`src/rtl/ysyx_ifq_pkg.sv`:
```
// ysyx_ifq_pkg: shared defaults, entry layout and helpers for the instruction queue
package ysyx_ifq_pkg;

    localparam int DEF_XLEN    = 32;
    localparam int DEF_FETCH_W = 2;
    localparam int DEF_ISSUE_W = 2;
    localparam int DEF_DEPTH   = 8;
    localparam int PTR_W       = $clog2(DEF_DEPTH);
    localparam int CNT_W       = $clog2(DEF_DEPTH + 1);

    typedef struct packed {
        logic [31:0]         inst;
        logic [DEF_XLEN-1:0] pc;
        logic [DEF_XLEN-1:0] pnpc;
    } ifq_entry_t;

    function automatic int min_int(input int a, input int b);
        return a < b ? a : b;
    endfunction

endpackage

```
`src/rtl/ysyx_ifq_lead1.sv`:
```
// ysyx_ifq_lead1: counts consecutive ones starting at bit 0
module ysyx_ifq_lead1 #(
    parameter int W = 2
) (
    input  logic [W-1:0]               v,
    output logic [$clog2(W+1)-1:0]     n
);

    localparam int NW = $clog2(W + 1);

    logic run;

    always_comb begin
        n   = '0;
        run = 1'b1;
        for (int i = 0; i < W; i++) begin
            run = run & v[i];
            n   = run ? NW'(i + 1) : n;
        end
    end

endmodule

```
`src/rtl/ysyx_ifq.sv`:
```
// ysyx_ifq: multi-lane circular instruction queue between fetch and decode.
// Define YSYX_IFQ_BYPASS_EN for a zero-latency in->out path when the queue is empty.
module ysyx_ifq
    import ysyx_ifq_pkg::*;
#(
    parameter int XLEN    = DEF_XLEN,
    parameter int FETCH_W = DEF_FETCH_W,
    parameter int ISSUE_W = DEF_ISSUE_W,
    parameter int DEPTH   = DEF_DEPTH
) (
    input  logic                         clock,
    input  logic                         reset,
    input  logic                         flush,
    input  logic [FETCH_W-1:0]           in_valid,
    input  logic [FETCH_W*32-1:0]        in_inst,
    input  logic [FETCH_W*XLEN-1:0]      in_pc,
    input  logic [FETCH_W*XLEN-1:0]      in_pnpc,
    output logic                         in_ready,
    output logic [ISSUE_W-1:0]           out_valid,
    output logic [ISSUE_W*32-1:0]        out_inst,
    output logic [ISSUE_W*XLEN-1:0]      out_pc,
    output logic [ISSUE_W*XLEN-1:0]      out_pnpc,
    input  logic [$clog2(ISSUE_W+1)-1:0] out_deq,
    output logic [$clog2(DEPTH+1)-1:0]   count
);

    localparam int AW = $clog2(DEPTH);
    localparam int CW = $clog2(DEPTH + 1);
    localparam int FW = $clog2(FETCH_W + 1);

    typedef struct packed {
        logic [31:0]     inst;
        logic [XLEN-1:0] pc;
        logic [XLEN-1:0] pnpc;
    } entry_t;

    logic [AW-1:0] head, tail;
    logic [CW-1:0] cnt;
    entry_t        mem [DEPTH];
    logic [FW-1:0] npush_raw;
    logic          byp;
    int            npush, navail, npop, skip;

    ysyx_ifq_lead1 #(.W(FETCH_W)) u_lead (.v(in_valid), .n(npush_raw));

    assign in_ready = (DEPTH - int'(cnt)) >= FETCH_W;
    assign count    = cnt;

`ifdef YSYX_IFQ_BYPASS_EN
    assign byp = (cnt == '0) && !flush;
`else
    assign byp = 1'b0;
`endif

    // skip = lanes consumed straight from the input; they never touch storage or head
    always_comb begin
        npush  = in_ready ? int'(npush_raw) : 0;
        navail = byp ? min_int(npush, ISSUE_W) : min_int(int'(cnt), ISSUE_W);
        npop   = min_int(int'(out_deq), navail);
        skip   = byp ? npop : 0;
    end

    for (genvar i = 0; i < ISSUE_W; i++) begin : g_out
        entry_t e, q;
        assign q = mem[AW'(head + AW'(i))];
        if (i < FETCH_W) begin : g_byp
            assign e = byp ? {in_inst[i*32 +: 32], in_pc[i*XLEN +: XLEN], in_pnpc[i*XLEN +: XLEN]} : q;
        end else begin : g_q
            assign e = q;
        end
        assign out_valid[i]                = i < navail;
        assign out_inst[i*32 +: 32]        = e.inst;
        assign out_pc[i*XLEN +: XLEN]      = e.pc;
        assign out_pnpc[i*XLEN +: XLEN]    = e.pnpc;
    end

    always_ff @(posedge clock) begin
        if (!reset && !flush)
            for (int i = 0; i < FETCH_W; i++)
                if (i >= skip && i < npush)
                    mem[AW'(int'(tail) + i - skip)] <= {in_inst[i*32 +: 32], in_pc[i*XLEN +: XLEN], in_pnpc[i*XLEN +: XLEN]};
    end

    always_ff @(posedge clock) begin
        if (reset || flush) begin
            head <= '0;
            tail <= '0;
            cnt  <= '0;
        end else begin
            head <= AW'(int'(head) + npop - skip);
            tail <= AW'(int'(tail) + npush - skip);
            cnt  <= CW'(int'(cnt) + npush - npop);
        end
    end

endmodule

```
`config.mk`:
```
export PLATFORM = sky130hd
export DESIGN_NAME = ysyx_ifq
export DESIGN_NICKNAME = d
export VERILOG_FILES = /design/src/rtl/ysyx_ifq_pkg.sv /design/src/rtl/ysyx_ifq_lead1.sv /design/src/rtl/ysyx_ifq.sv
export SDC_FILE = /design/constraint.sdc
export NUM_CORES = 2
export LEC_CHECK = 0
export CORE_MARGIN = 5
export CORE_UTILIZATION = 30
export CTS_BUF_LIST = sky130_fd_sc_hd__clkbuf_8
export DETAILED_ROUTE_END_ITERATION = 8
export DONT_BUFFER_PORTS = 1
export GPL_ROUTABILITY_DRIVEN = 1
export PLACE_DENSITY_LB_ADDON = 0.12
export SETUP_SLACK_MARGIN = 0.1
export SLEW_MARGIN = 20
export SYNTH_ARGS = -nofsm -noshare
export SYNTH_HDL_FRONTEND = slang
export SYNTH_SLANG_ARGS = --single-unit
```
`constraint.sdc`:
```
create_clock -name clock -period 21.4 [get_ports clock]
set_clock_uncertainty 0.2 [all_clocks]
set_input_delay 5.35 -clock clock [delete_from_list [all_inputs] [get_ports clock]]
set_output_delay 5.35 -clock clock [all_outputs]
set_load 0.01 [all_outputs]
```
# ---- After elaboration in Yosys (flattened, before gate mapping)
# Memory sizes are Yosys's and may differ from the RTL's. A register that Yosys moved wholly into a read port is not among the register bits.
# Cells that the tools add are included.
dict set report word_totals {
  reg_bits 10
  ramBits 768
  input_bits 199
  output_inout_bits 199
  memories 1
}
dict set report classes {
  add_sub_neg 7
  order_cmp 7
  muxes 12
  n_bitwise 1
  n_reduce_logical 4
}
# name depth word_bits rd rd_clocked_by_memory_dff write_ports line_no
set memory_table {}
lappend memory_table {mem 8 96 2 1 2 ysyx_ifq.sv:39} ;# entry_t mem [DEPTH];
# op count
set op_table {}
lappend op_table {{$lt 1x4->1 const A} 2}
lappend op_table {{$mux 4} 2}
lappend op_table {{$mux 1} 7}
lappend op_table {{$add 3x1->3 const B} 2}
lappend op_table {{$ge 5x3->1 const B} 1}
lappend op_table {{$sub 4x4->5 const A} 1}
lappend op_table {{$add 4x2->4} 1}
lappend op_table {{$lt 1x2->1 const A} 2}
lappend op_table {{$lt 2x4->1} 1}
lappend op_table {{$lt 4x2->1 const B} 1}
lappend op_table {{$mux 2} 2}
lappend op_table {{$sub 4x4->4} 1}
lappend op_table {{$add 3x2->3} 1}
lappend op_table {{$add 3x3->3} 1}
lappend op_table {{$mux 3} 1}
lappend op_table {{$logic_not 1->1} 2}
lappend op_table {{$and 1x1->1} 1}
lappend op_table {{$logic_and 1x1->1} 1}
lappend op_table {{$logic_or 1x1->1} 1}

# ---- Longest topological paths before layout
dict set report depth {
  depth_word 7
  mapped_depth 14
  ltp_nobuf 14
}

# ---- Hierarchy
# From an unflattened synthesis, not the netlist that was laid out.
dict set report unflattened {
  hier_cells 2440
  area_unflattened_um2 44700.4
}
# module n_inst cells_per_inst area_each_um2
set modules_own_cells {}
lappend modules_own_cells {ysyx_ifq 1 2437 44676.6}
lappend modules_own_cells {ysyx_ifq_lead1 1 3 23.8}

# ---- Worst setup path after synthesis
# OpenSTA, ideal clock, no wires.
dict set report synth_timing {
  path_kind {input-to-reg}
  start {in reset}
  end {mem mem[3][0] (netlist bit) (enable)}
  t_arrival_ns 10.931
  required_ns 20.618
  slack_ns 9.687
  path_stages 5
  path_buffers 1
  path_cell_list {or2_2 > clkbuf_1 > nor3b_1 > nand3_1 > a21oi_1}
}
# item line_no
set synth_lines {}
lappend synth_lines {{start, declared} ysyx_ifq.sv:12} ;# input logic reset,
lappend synth_lines {{end, declared} ysyx_ifq.sv:39}

# ---- Worst setup path in the final report
dict set report layout_timing {
  start {reg head[0]}
  end {out out_pnpc[32]}
}
dict set report layout_via {
  elab_chain_cells 2
}
# item line_no
set layout_lines {}
lappend layout_lines {{start, declared} ysyx_ifq.sv:37} ;# logic [AW-1:0] head, tail;
lappend layout_lines {{start signal, assigned} ysyx_ifq.sv:90} ;# head <= AW'(int'(head) + npop - skip);
lappend layout_lines {{$add 3x1->3} ysyx_ifq.sv:65} ;# assign q = mem[AW'(head + AW'(i))];
lappend layout_lines {{$mem_v2 8x96} n/a}
lappend layout_lines {{end, declared} ysyx_ifq.sv:22} ;# output logic [ISSUE_W*XLEN-1:0] out_pnpc,
# Every way passes these cells.

==> flow_summary.ini <==
[flow_run]
max-cap-violations = 0

[clock_network]
cts_tree = yes
cts_resized = 0
ctsRootBufferMaster = clkbuf_8
postCtsHoldBufs = 0
cts_buffers = 154
cts_sinks = 778
clock_latency_ps = 870
clkTransAtPathRegs_ps = 60
htreeDepth = 4
cts_buffer_depth = 3
post_cts_buffers = 0

[critical_path]
cp-start-kind = flop
cp.required_ps = 15850
arrival_ps = 4610
critPathMaxStageDelay_ps = 890
crit_cells = 4
critPathBufInv = 2
rr_worst_depth = 8
worst_setup_path_end_kind = output pin
critPathKind = flop to output pin
r2r-start = count[0]
timing.critical_path.slowest_stage_cell = dfxtp_4
critPathLaunch = head[0]
path_max_fanout = 130
crit_chain = buf_12, buf_4, mux4_2, mux2_2
worst_path_dominant_cell_family = buffers and inverters

[floorplanning]
die_h_um = 395
core_area_um2 = 147000
dieArea_um2 = 156000
dieWidth_um = 395
start_util = 0.301
pin_count = 398
rows = 141

[timing]
timing.slew.headroom = 0.242
tightest_slew_ps = 1130
min_period_ps = 10160
setup-tns-final_ps = 0
max_freq_mhz = 98.4
setup_viol = 0
hold_violations = 0
finalCritPeriodShare = 0.475
rsz0062_at_grt = false
worst_hold_slack_ps = 410
drv_slew = 0

[yosys]
yosys_warnings = 0
synth_simple_gate_area_frac = 0.00796
synth_xor_area_frac = 0.00138
ys_types = 39
postSynthAreaPerCell_um2 = 18.3
synth-seq-cells = 778
synth_top_family_by_area = multiplexers
netlist_instances = 2434
yosys.area_share.adder = 0.00574
syn-num-nets = 2651
syn_area_um2 = 44500
async_reset_ff_frac = 0
muxShareOfSynthArea = 0.438
synth_compound_area_frac = 0.00273
yosysSeqAreaShare = 0.523
synth-edff-count = 768
yosys_most_used_dff = edfxtp_1

[detailed_routing]
drc_errors = 0
firstDrtPassIters = 5
wire_per_inst_um = 33.4
wl_met3_um = 10900
ant_nets = 0
route.met2.wl_um = 74800
routed.top_layer = met5
finalWirelength_um = 150000
vias = 25000
viasPerCell = 5.57
wl_met1_um = 59700
drt_iter0_markers = 1479

[final_layout]
final_cell_area_um2 = 49300
syn_to_final_growth_pct = 11.0
nets = 2669
drive_gt1_frac = 0.545

[global_routing]
grt_start_max_net_pins = 131
grt_pass1_vias = 27700
grt_antenna_before_repair = 3
grt.overflow.total = 0
grt_pass1_wl_um = 211000
grt_usage = 0.189

[worst_hold_path]
min_path_type = flop to flop
hold_path_startpoint = tail[2]
whs_path_depth = 2

[run_status]
status = finished clean

[power]
p_leak_uw = 0.0153
powerDensity_nw_per_um2 = 99.2
ir_drop_v = 0.000118

[placement]
hpwl_um = 84000
place.gp.congestion = 0.737
placed_area_um2 = 46600
port_buffers = 0
## worst register-to-register path: stages (launching register included)
cell and delay, ps:
dfxtp_1 630, inv_1 200, ha_1 320, nor2_1 60, a32oi_1 580, nand3_1 900, a21oi_4 950, buf_4 410
buf_4 750
## layout make-up
cell class | instances | area (um^2)
Clock inverter | 112 | 569
Clock buffer | 156 | 2150
Tap cell | 1930 | 2410
Multi-Input combinational cell | 1449 | 20300
Sequential cell | 778 | 23300
Fill cell | 14000 | 98100
Inverter | 15 | 56.3
Timing Repair Buffer | 54 | 529
Antenna cell | 2 | 5.00
## cell usage in the layout, fill, tap and decap left out, drive strengths merged, types with 5 or more instances in the layout
master / synthesis / final
edfxtp: 768 / 768
buf: 124 / 54
clkbuf: 68 / 156
nand3: 6 / 6
mux2: 960 / 960
mux4: 384 / 384
inv: 15 / 78
nor2b: 5 / 5
a21oi: 6 / 6
ha: 14 / 14
clkinv: 0 / 46
nor4: 8 / 8
nand4: 9 / 9
dfxtp: 10 / 10
nor2: 19 / 19
## per-stage QoR
| stage | instances | util | total power [uW] | setup WS (ps) |
|---|---|---|---|---|
| 6_report | 4496 | 0.335 | 4900 | 11240 |
| 5_1_grt | 4495 | 0.335 | 5140 | 10880 |
| 4_1_cts | 4493 | 0.334 | 5000 | 11120 |
| 3_5_place_dp | 4225 | 0.316 | 3580 | 12140 |
| 3_3_place_gp | 4224 | 0.316 | 3570 | 12180 |
| 2_1_floorplan | 2434 | - | 3070 | 9690 |
## synthesized netlist by cell type (all sizes together), types with 5 or more instances
cell	n	area, um^2
buf	124	641
nor2b	5	31.3
clkbuf	68	255
ha	14	175
edfxtp	768	23100
a21oi	6	30.0
dfxtp	10	200
nand3	6	30.0
nor2	19	71.3
mux2	960	10800
inv	15	56.3
nand4	9	56.3
mux4	384	8650
nor4	8	68.8
## state kept, by name, indices dropped and copies added, names as in the netlist
| signal | count |
|---|---|
| count | 4 |
| tail | 3 |
| head | 3 |
| mem | 768 |
## cells by family after synthesis
group,Yosys count
adder cells (fa/ha/maj),18
AO/OA/AOI/OAI,18
AND/OR/NAND/NOR,62
flip-flops,778
XOR/XNOR,7
buffers and inverters,207
multiplexers,1344
## layer usage
layer / track usage / vias up
met5: 0 / -
met4: 0.0650 / 2
li1: - / 10300
met2: 0.321 / 860
met3: 0.0595 / 262
met1: 0.227 / 13600
## report_power, final
part           internal [uW]  leakage [uW]  switching, uW
Combinational            797       0.00668            921
Sequential              1730       0.00700           60.7
Clock                    692       0.00158            696
## final timing paths
check / end / slack, ps
worst max-delay path: out_pnpc[32] / 11240
worst min-delay path: tail[2] / 410
worst max register to register: mem[7][67] / 15880
worst min register to register: tail[2] / 410
(Power assumes the default switching activity.)
